$ cat config.mk
export PLATFORM = sky130hd
export DESIGN_NAME = mem_ctrl
export DESIGN_NICKNAME = d
export VERILOG_FILES = /design/src/rtl/mem_ctrl.sv
export SDC_FILE = /design/constraint.sdc
export NUM_CORES = 1
export LEC_CHECK = 0
export CAP_MARGIN = 30
export CORE_UTILIZATION = 48
export CTS_BUF_LIST = sky130_fd_sc_hd__clkbuf_4
export DETAILED_ROUTE_END_ITERATION = 12
export PLACE_DENSITY = 0.88
export SYNTH_ARGS = -nofsm -noshare
export SYNTH_HDL_FRONTEND = slang
export SYNTH_SLANG_ARGS = --single-unit
$ cat constraint.sdc
create_clock -name clk_i -period 2.7 [get_ports clk_i]
set_clock_uncertainty 0.2 [all_clocks]
set_input_delay 0.54 -clock clk_i [delete_from_list [all_inputs] [get_ports clk_i]]
set_output_delay 0.54 -clock clk_i [all_outputs]
set_load 0.005 [all_outputs]
$ cat src/rtl/mem_ctrl.sv
// Load/store controller between the CPU LSU and a word-wide block RAM; byte stores use read-modify-write.
// Optional misalignment fault for word accesses is enabled by defining MEMCTRL_ALIGN_CHECK_EN.
module mem_ctrl #(
  parameter int ADDR_W = 16,
  parameter int RD_LAT = 1
) (
  input  logic              clk_i,
  input  logic              reset_i,
  input  logic              req_i,
  input  logic              wr_i,
  input  logic              byte_i,
  input  logic [ADDR_W-1:0] addr_i,
  input  logic [15:0]       wdata_i,
  output logic [15:0]       rdata_o,
  output logic              ack_o,
  output logic              busy_o,
  output logic              fault_o,
  output logic [ADDR_W-1:0] ram_addr_o,
  output logic [15:0]       ram_din_o,
  output logic [1:0]        ram_be_o,
  output logic              ram_we_o,
  input  logic [15:0]       ram_dout_i
);

  typedef enum logic [2:0] {
    IDLE    = 3'd0,
    ISSUE   = 3'd1,
    CAPTURE = 3'd2,
    WRITE   = 3'd3,
    DONE    = 3'd4
  } state_t;

  localparam logic [1:0] CNT_LAST = 2'(RD_LAT - 1);

  state_t            state_q, state_d;
  logic              wr_q, wr_d;
  logic              byte_q, byte_d;
  logic              lane_q, lane_d;
  logic [ADDR_W-1:0] addr_q, addr_d;
  logic [15:0]       din_q, din_d;
  logic [15:0]       rdata_q, rdata_d;
  logic              fault_q, fault_d;
  logic [1:0]        cnt_q, cnt_d;

  logic              misalign;
  logic [7:0]        rd_byte;
  logic [15:0]       merged;

`ifdef MEMCTRL_ALIGN_CHECK_EN
  assign misalign = !byte_i && addr_i[0];
`else
  assign misalign = 1'b0;
`endif

  // Big-endian lanes: addr[0]=0 is the high byte. din_q[7:0] still holds the store byte.
  assign rd_byte = lane_q ? ram_dout_i[7:0] : ram_dout_i[15:8];
  assign merged  = lane_q ? {ram_dout_i[15:8], din_q[7:0]} : {din_q[7:0], ram_dout_i[7:0]};

  always_comb begin
    state_d = state_q;
    wr_d    = wr_q;
    byte_d  = byte_q;
    lane_d  = lane_q;
    addr_d  = addr_q;
    din_d   = din_q;
    rdata_d = rdata_q;
    fault_d = fault_q;
    cnt_d   = cnt_q;
    case (state_q)
      IDLE: begin
        if (req_i) begin
          wr_d    = wr_i;
          byte_d  = byte_i;
          lane_d  = addr_i[0];
          addr_d  = {1'b0, addr_i[ADDR_W-1:1]};
          din_d   = wdata_i;
          cnt_d   = 2'd0;
          fault_d = misalign;
          if (misalign)            state_d = DONE;
          else if (wr_i && !byte_i) state_d = WRITE;
          else                     state_d = ISSUE;
        end
      end
      ISSUE: begin
        if (cnt_q == CNT_LAST) begin
          cnt_d   = 2'd0;
          state_d = CAPTURE;
        end else begin
          cnt_d = cnt_q + 2'd1;
        end
      end
      CAPTURE: begin
        if (wr_q) begin
          din_d   = merged;
          state_d = WRITE;
        end else begin
          rdata_d = byte_q ? {8'h00, rd_byte} : ram_dout_i;
          state_d = DONE;
        end
      end
      WRITE:   state_d = DONE;
      DONE:    state_d = IDLE;
      default: state_d = IDLE;
    endcase
  end

  always_ff @(posedge clk_i) begin
    if (reset_i) begin
      state_q <= IDLE;
      wr_q    <= 1'b0;
      byte_q  <= 1'b0;
      lane_q  <= 1'b0;
      addr_q  <= '0;
      din_q   <= '0;
      rdata_q <= '0;
      fault_q <= 1'b0;
      cnt_q   <= 2'd0;
    end else begin
      state_q <= state_d;
      wr_q    <= wr_d;
      byte_q  <= byte_d;
      lane_q  <= lane_d;
      addr_q  <= addr_d;
      din_q   <= din_d;
      rdata_q <= rdata_d;
      fault_q <= fault_d;
      cnt_q   <= cnt_d;
    end
  end

  assign rdata_o    = rdata_q;
  assign ack_o      = (state_q == DONE);
  assign busy_o     = (state_q != IDLE);
  assign fault_o    = fault_q;
  assign ram_addr_o = addr_q;
  assign ram_din_o  = din_q;
  assign ram_be_o   = 2'b11;
  assign ram_we_o   = (state_q == WRITE);

endmodule

Word-level counts from Yosys, hierarchy flattened. Index checks and enable logic that the tools add are counted.

Output and inout bits: 54. Word-level logic and storage cells: 46. Input bits: 53. Flip-flop bits (word level): 55.

Equality and inequality tests: 8. Add/subtract/negate cells: 1. Muxes and demuxes: 14. Reductions and logical operators: 13. Bitwise operators: 1.

Operator list (count): 16-bit two-way mux (4); 16-bit one-hot mux with 2 select lines (1); 3-bit one-hot mux with 4 select lines (1); 3-bit two-way mux (3); 8-bit two-way mux (1); 2-bit inequality test (second input constant) (4); 2-bit AND reduction (4); 3-bit by 2-bit == test with 1-bit output (second input constant) (2); 2-bit two-way mux (3); 2-bit one-hot mux with 2 select lines (1); 4-bit AND reduction (1); 2-bit nonzero test (2); 3-bit by 1-bit == test with 1-bit output (second input constant) (1); 3-bit == test (second input constant) (1); 3-bit zero test (1); 3-bit AND reduction (1); 3-bit nonzero test (1); 2-bit by 1-bit adder with 2-bit output (second input constant) (1); 2-bit zero test (1); 1-bit logical AND (1); 1-bit zero test (1); 1-bit NOT (1).

Logic depth before layout (Yosys ltp). Gate-level depths: netlist of the first run.

Depth after elaboration: 5. Depth in mapped cells: 6. Gate-level depth less buffers: 5.

Worst setup path before layout of the first run. OpenSTA, ideal clock, no wires.

Path type: input to register. From: input port req_i. To: register cnt_q[0]. Setup time: 132 ps. Path buffers: 1. Arrival time: 1427 ps. Path slack: 941 ps. Stages on the path: 4. Required time: 2368 ps. Cell sequence: or4b_2 buf_2 nand3_1 a21oi_1.

Cells in the longest elaborated chain, start to end: 2.

Ends and longest elaborated chain: from (decl) (line 9) `input logic req_i,`; 2-bit inequality test (no source line); 2-bit AND reduction (no source line); to (signal assigned) (line 127) `cnt_q <= cnt_d;`; to (decl) (line 43) `logic [1:0] cnt_q, cnt_d;`.

No other way between the ends. A chain may end at the register's enable or synchronous reset.

Worst setup path after layout of the first run.
From: register state_q[1]. To: output port ram_we_o.

Cells in the longest elaborated chain, start to end: 1.

Ends and longest elaborated chain: from (decl) (line 35) `state_t state_q, state_d;`; from (signal assigned) (line 119) `state_q <= state_d;`; 3-bit by 2-bit == test with 1-bit output (line 138) `assign ram_we_o = (state_q == WRITE);`; to (decl) (line 21) `output logic ram_we_o,`.

No other way between the ends.

==> impl_metrics.csv, run 1 <==
group,metric,value,unit
status,status,"completed",
setup_path,worst_ep_arrival_time,1.81,ns
route,ant_nets,0,
clock_tree,htreeDepth,2,
synth,yosysWarnings,0,
synth,synth-edff-count,0,
route,wl,6345,um
sta,fmax,391.6,MHz
floorplan,coreArea,0.005205,mm^2
sta,maxSlewViolCount,0,
global_routing,grt_pass1_vias,2096,
synth,synth-main-ff-cell,"dfxtp_1",
clock_tree,cts-root-buf,"clkbuf_4",
flow_run,drv_cap,0,
finish,fin_util,71.20,%
setup_path,critical_path.max_fanout,17,
power_and_ir_drop,cell_internal_pwr,1.359,mW
synth,synth-seq-cells,55,
setup_path,cpMaxStageDelayCell,"dfxtp_1",
setup_path,cp-startpoint,"state_q[1]",
power_and_ir_drop,fin_total_pwr,1.842,mW
sta,worst_pin_slew,0.8983,ns
clock_tree,postCtsSetupBuffers,0,
setup_path,cp-start-kind,"flop",
finish,final_nets,426,
finish,multi_input_area,0.001371,mm^2
power_and_ir_drop,p_sw_share,26.24,%
power_and_ir_drop,pwr-share-clk,23.7,%
hold_path,hp-class,"reg2reg",
setup_path,worstPathRequired,1.96,ns
finish,drive_gt1_share,11.05,%
global_routing,grt_pass1_wl,10490,um
floorplan,die_w,76.29,um
setup_path,endpoint,"ram_we_o",
finish,insertedDiodeCount,0,
synth,synth_top_area_cell,"dfxtp_1",
route,wire_per_inst,14.39,um
clock_tree,cts_repair_resize_count,0,
power_and_ir_drop,pwr-share-comb,25.8,%
sta,rsz0062_at_grt,"false",
clock_tree,cts_tree,"yes",
clock_tree,clock_path_buffers,2,
setup_path,crit_path_max_incr_delay,0.67,ns
setup_path,crit_path_end_kind,"output pin",
route,vias,2294,
sta,hold_violations,0,
global_routing,grt_overflow,0,
global_routing,grt_max_degree,39,
synth,yosysSeqAreaShare,41.57,%
synth,async_flop_share,0,%
synth,avgSynthCellArea,9.460,um^2
setup_path,path_cells,"and3b_1 -> clkdlybuf4s50_1",
floorplan,start_util,50.89,%
global_routing,track_usage,22.16,%
floorplan,die_y,76.29,um
setup_path,critPathKind,"reg2out",
sta,layout_min_cycle_time,2.554,ns
setup_path,regToRegSetupSlack,0.60,ns
floorplan,dieArea,0.005819,mm^2
synth,yosys.area.top_type_share,41.57,%
power_and_ir_drop,p_sw,0.4833,mW
floorplan,rows,26,
sta,setup_viol,0,
route,drtIter0Drc,84,
clock_tree,cts_inserted_buffers,5,
route,dr.pass1.iters,4,
power_and_ir_drop,peakVddDrop,289.8,uV
clock_tree,cts.hold.buffers_added,0,
setup_path,ff2ff_path_depth,3,
sta,max_slew_margin,39.99,%
synth,syn-cell-area,0.002649,mm^2
setup_path,reg2reg_from,"state_q[1]",
floorplan,io_pins,107,
placement,hpwl,4697,um
synth,synthesis.instances,280,
setup_path,worst_r2r_endpoint,"ram_din_o[3]",
clock_tree,clk_pin_slew,0.15,ns
route,drcViolationCount,0,
power_and_ir_drop,p_per_area,497.0,mW/mm^2
placement,io_buffers,102,
finish,syn_to_final_growth,39.91,%
power_and_ir_drop,p_seq_share,50.5,%
synth,ys_types,36,
synth,synth_area_leaders,"dfxtp_1 (42%), mux2i_1 (9.4%), nand2_1 (6.7%)",
power_and_ir_drop,power_leakage,1.287,nW
sta,period_share,94.58,%
clock_tree,clkLatencyLatePin,0.37,ns
finish,n_fill_cell,405,
sta,tns,0,ns
clock_tree,cts.sinks,55,
global_routing,antenna_found_initial,0,
placement,gp_congestion,0.8899,
route,vias_per_cell,5.202,
finish,final-seq-area,0.001104,mm^2
-- sequential cells by signal (all words and copies together) (netlist names) --
signal and flops:
byte_q 1, cnt_q 2, wr_q 1, state_q 3
ram_din_o 16, lane_q 1, rdata_o 16, ram_addr_o 15
-- power by group through the flow --
stage	Clock, mW	Combinational (mW)	Sequential [mW]
2_1_floorplan	0	0.259	0.935
3_3_place_gp	0	0.466	0.945
3_5_place_dp	0	0.476	0.948
4_1_cts	0.446	0.478	0.931
5_1_grt	0.485	0.513	0.943
6_report	0.436	0.475	0.931
-- worst max-delay path, delay by kind of cell, from the launching register on --
| family | cells | cell delay (ns) |
|---|---|---|
| flops | 1 | 0.67 |
| buf+inv | 1 | 0.51 |
| simple gates | 1 | 0.27 |
-- worst min path at each step --
| stage | from | to | slack [ns] | depth (start not counted) |
|---|---|---|---|---|
| 6_report | rdata_o[15] | rdata_o[15] | 0.26 | 2 |
| 5_1_grt | reset_i | ram_addr_o[0] | 0.26 | 2 |
| 4_1_cts | rdata_o[15] | rdata_o[15] | 0.27 | 2 |
| 3_5_place_dp | rdata_o[15] | rdata_o[15] | 0.25 | 2 |
| 3_3_place_gp | rdata_o[15] | rdata_o[15] | 0.24 | 2 |
| 2_1_floorplan | cnt_q[0] | cnt_q[0] | 0.25 | 2 |
-- metrics by stage --
| step | worst slack (ns) | hold slack (ns) | instance area, um^2 | std cells |
|---|---|---|---|---|
| 3_5_place_dp | 0.1759 | 0.2452 | 3628 | 434 |
| 3_3_place_gp | 0.2209 | 0.2388 | 3628 | 434 |
| 6_report | 0.1463 | 0.2647 | 3706 | 441 |
| 5_1_grt | 0.04207 | 0.2626 | 3706 | 441 |
| 4_1_cts | 0.06303 | 0.2650 | 3704 | 441 |
| 2_1_floorplan | 0.9412 | 0.2479 | 2656 | 282 |
-- synth_stat cells, types with 6 or more instances --
| library cell | number |
|---|---|
| nor2_1 | 20 |
| buf_4 | 7 |
| buf_2 | 6 |
| dfxtp_1 | 55 |
| buf_6 | 6 |
| nor2b_1 | 9 |
| nand3b_1 | 11 |
| mux2i_1 | 25 |
| mux2_2 | 9 |
| o2bb2ai_1 | 8 |
| a211oi_1 | 8 |
| nand2_1 | 47 |
| a221oi_2 | 8 |
| clkbuf_1 | 6 |
| a21oi_1 | 28 |
-- cells by family (layout without fill, tap and decap cells) --
| family | after synthesis | in the layout | synth area share [%] |
|---|---|---|---|
| buf+inv | 28 | 117 | 6.944 |
| other cells | 2 | 4 | 0.2835 |
| flops | 55 | 55 | 41.57 |
| compound gates | 56 | 56 | 16.25 |
| simple gates | 103 | 103 | 20.74 |
| fa+ha+maj | 2 | 2 | 0.9446 |
| mux | 34 | 34 | 13.27 |
-- placed cells by master, fill, tap and decap left out, types with 8 or more instances in the layout --
cell type and count:
nor2_1 20, o2bb2ai_1 8, nand3b_1 11, nor2b_1 9, clkdlybuf4s50_1 101, a221oi_2 8, a211oi_1 8, nand2_1 47
mux2_2 9, a21oi_1 28, mux2i_1 25, dfxtp_1 53
-- layout make-up --
class | count | area share [%]
clock buffer | 6 | 1.215
multi-input combinational | 199 | 37.00
timing repair buffer | 108 | 28.63
tap | 70 | 2.363
clock inverter | 1 | 0.8103
sequential | 55 | 29.78
inverter | 2 | 0.2026
-- metal layers --
| layer | wire length, um | global-route usage [%] | up-vias |
|---|---|---|---|
| li1 | - | - | 1151 |
| met1 | 2953 | 30.72 | 1058 |
| met2 | 2994 | 34.68 | 72 |
| met3 | 278 | 3.353 | 13 |
| met4 | 119 | 8.269 | 0 |
| met5 | 0 | 0 | - |
Note: power is estimated with default switching activity, not from simulation.
==> run 2, diff against run 1 <==
--- a/config.mk
+++ b/config.mk
@@ -6,10 +6,12 @@
 export NUM_CORES = 1
 export LEC_CHECK = 0
 export CAP_MARGIN = 30
-export CORE_UTILIZATION = 48
+export CELL_PAD_IN_SITES_DETAIL_PLACEMENT = 0
+export CELL_PAD_IN_SITES_GLOBAL_PLACEMENT = 1
+export CORE_UTILIZATION = 29
 export CTS_BUF_LIST = sky130_fd_sc_hd__clkbuf_4
 export DETAILED_ROUTE_END_ITERATION = 12
-export PLACE_DENSITY = 0.88
+export PLACE_DENSITY = 0.77
 export SYNTH_ARGS = -nofsm -noshare
 export SYNTH_HDL_FRONTEND = slang
 export SYNTH_SLANG_ARGS = --single-unit
==> constraint.sdc (replaced) <==
create_clock -name clk_i -period 2.3 [get_ports clk_i]
set_clock_uncertainty 0.2 [all_clocks]
set_input_delay 0.46 -clock clk_i [delete_from_list [all_inputs] [get_ports clk_i]]
set_output_delay 0.46 -clock clk_i [all_outputs]
set_load 0.005 [all_outputs]
==> run 2 against run 1 <==
Total power rose by 21%. First-iteration DRC count up 23%. Cell area rose by 3.9%. Sequential power increased by 16%. Worst setup slack got worse by 0.029 ns. Sequential share of layout area is 1.1 points lower. Register-to-register slack lost 0.18 ns. Hold slack got worse by 0.0040 ns. Routed wire length grew 13%. Combinational power increased by 28%. Critical path depth unchanged. Via count is essentially flat. Critical endpoint unchanged.
==> impl_metrics.csv, run 2 (synthesis gave the netlist of run 1 again) <==
group,metric,value,unit
sta,hold_slack,0.2607,ns
route,drcViolationCount,0,
finish,multi_input_area,0.001371,mm^2
finish,n_fill_cell,876,
floorplan,dieArea,0.009520,mm^2
clock_tree,clkLatencyLatePin,0.38,ns
clock_tree,cts-root-buf,"clkbuf_4",
global_routing,grt_max_degree,33,
setup_path,worstPathRequired,1.64,ns
power_and_ir_drop,p_per_area,580.0,mW/mm^2
route,dr.pass1.iters,4,
power_and_ir_drop,power_leakage,1.358,nW
floorplan,io_pins,107,
finish,drive_gt1_share,13.87,%
sta,hold_violations,0,
floorplan,die_y,97.57,um
power_and_ir_drop,peakVddDrop,237.2,uV
finish,final-seq-area,0.001105,mm^2
route,ant_nets,0,
setup_path,critical_path.max_fanout,9,
sta,layout_min_cycle_time,2.183,ns
floorplan,rows,34,
power_and_ir_drop,cell_internal_pwr,1.611,mW
route,wire_per_inst,14.65,um
finish,most-common-layout-cells,"clkdlybuf4s50_1 (100), dfxtp_1 (52), nand2_1 (47)",
setup_path,cp-start-kind,"flop",
floorplan,start_util,30.23,%
clock_tree,cts.sinks,55,
setup_path,critPathKind,"reg2out",
floorplan,die_w,97.57,um
finish,final_nets,436,
clock_tree,cts.hold.buffers_added,0,
route,drtIter0Drc,103,
setup_path,worst_ep_arrival_time,1.52,ns
power_and_ir_drop,pwr-share-clk,24.5,%
power_and_ir_drop,p_seq_share,48.3,%
placement,gp_congestion,0.7884,
setup_path,ff2ff_path_depth,3,
clock_tree,clk_pin_slew,0.16,ns
global_routing,grt_pass1_wl,11850,um
finish,syn_to_final_growth,45.39,%
flow_run,drv_cap,0,
route,vias,2293,
finish,insertedDiodeCount,0,
sta,period_share,94.91,%
sta,fmax,458.1,MHz
clock_tree,postCtsSetupBuffers,0,
floorplan,coreArea,0.008763,mm^2
placement,io_buffers,102,
hold_path,hp-class,"in2reg",
clock_tree,cts_inserted_buffers,5,
status,status,"completed",
power_and_ir_drop,pwr-share-comb,27.1,%
clock_tree,clock_path_buffers,2,
finish,final_common_cell,"clkdlybuf4s50_1",
power_and_ir_drop,p_sw_share,27.86,%
clock_tree,htreeDepth,2,
placement,hpwl,5390,um
sta,setup_viol,0,
global_routing,grt_overflow,0,
sta,tns,0,ns
global_routing,antenna_found_initial,0,
power_and_ir_drop,p_sw,0.6223,mW
clock_tree,cts_tree,"yes",
sta,rsz0062_at_grt,"false",
global_routing,track_usage,15.36,%
sta,maxSlewViolCount,0,
route,vias_per_cell,4.680,
global_routing,grt_pass1_vias,2292,
hold_path,hold_depth,2,
route,wl,7178,um
setup_path,crit_path_end_kind,"output pin",
## run 2: through the flow
| step | utilization [%] | instances | setup slack [ns] | power [mW] | cell area [um^2] |
|---|---|---|---|---|---|
| final | 43.95 | 490 | 0.1170 | 2.234 | 3851 |
| after global placement | 42.95 | 482 | 0.07119 | 1.701 | 3764 |
| after floorplan | - | 282 | 0.6212 | 1.402 | 2656 |
| after CTS | 43.89 | 490 | 0.03896 | 2.254 | 3846 |
| after global routing | 43.95 | 490 | 0.006485 | 2.359 | 3851 |
| after detailed placement | 42.95 | 482 | 0.04668 | 1.709 | 3764 |
## run 2: worst paths after layout
path                         to        from  slack, ns
hold reg to reg      rdata_o[8]  rdata_o[8]       0.26
setup / recovery       ram_we_o  state_q[1]       0.12
setup reg to reg   ram_din_o[5]  state_q[2]       0.42
hold / removal    ram_addr_o[3]     reset_i       0.26
## run 2: cell type report
class	instances	area share, %
clock inverter	3	1.137
timing repair buffer	118	29.89
tap	108	3.509
sequential	55	28.69
inverter	2	0.1949
multi-input combinational	199	35.61
clock buffer	5	0.9747
## run 2: critical path, stage by stage, from the launching register on
cell	delay, ns
dfxtp_2	0.43
and3b_1	0.20
clkdlybuf4s50_1	0.52
## run 2: timing repair
item / 4_1_cts / 5_1_grt
gates resized for setup: 1 / 3
pin swaps: 0 / 0
endpoints found under the setup margin: 1 / 3
## run 2: routing by layer
layer / vias up / part of all wire, % / global-route usage (%)
met5: - / 0 / 0
met3: 6 / 4.5 / 3.597
met2: 60 / 46 / 24.96
met1: 1054 / 48 / 20.52
li1: 1173 / - / -
met4: 0 / 1.0 / 3.733
## run 2: power by group through the flow
stage,registers (mW),clock network (mW),logic (mW)
finish,1.08,0.548,0.606
global placement,1.10,0,0.602
global route,1.09,0.605,0.662
CTS,1.08,0.561,0.614
detailed placement,1.10,0,0.610
floorplan,1.10,0,0.304
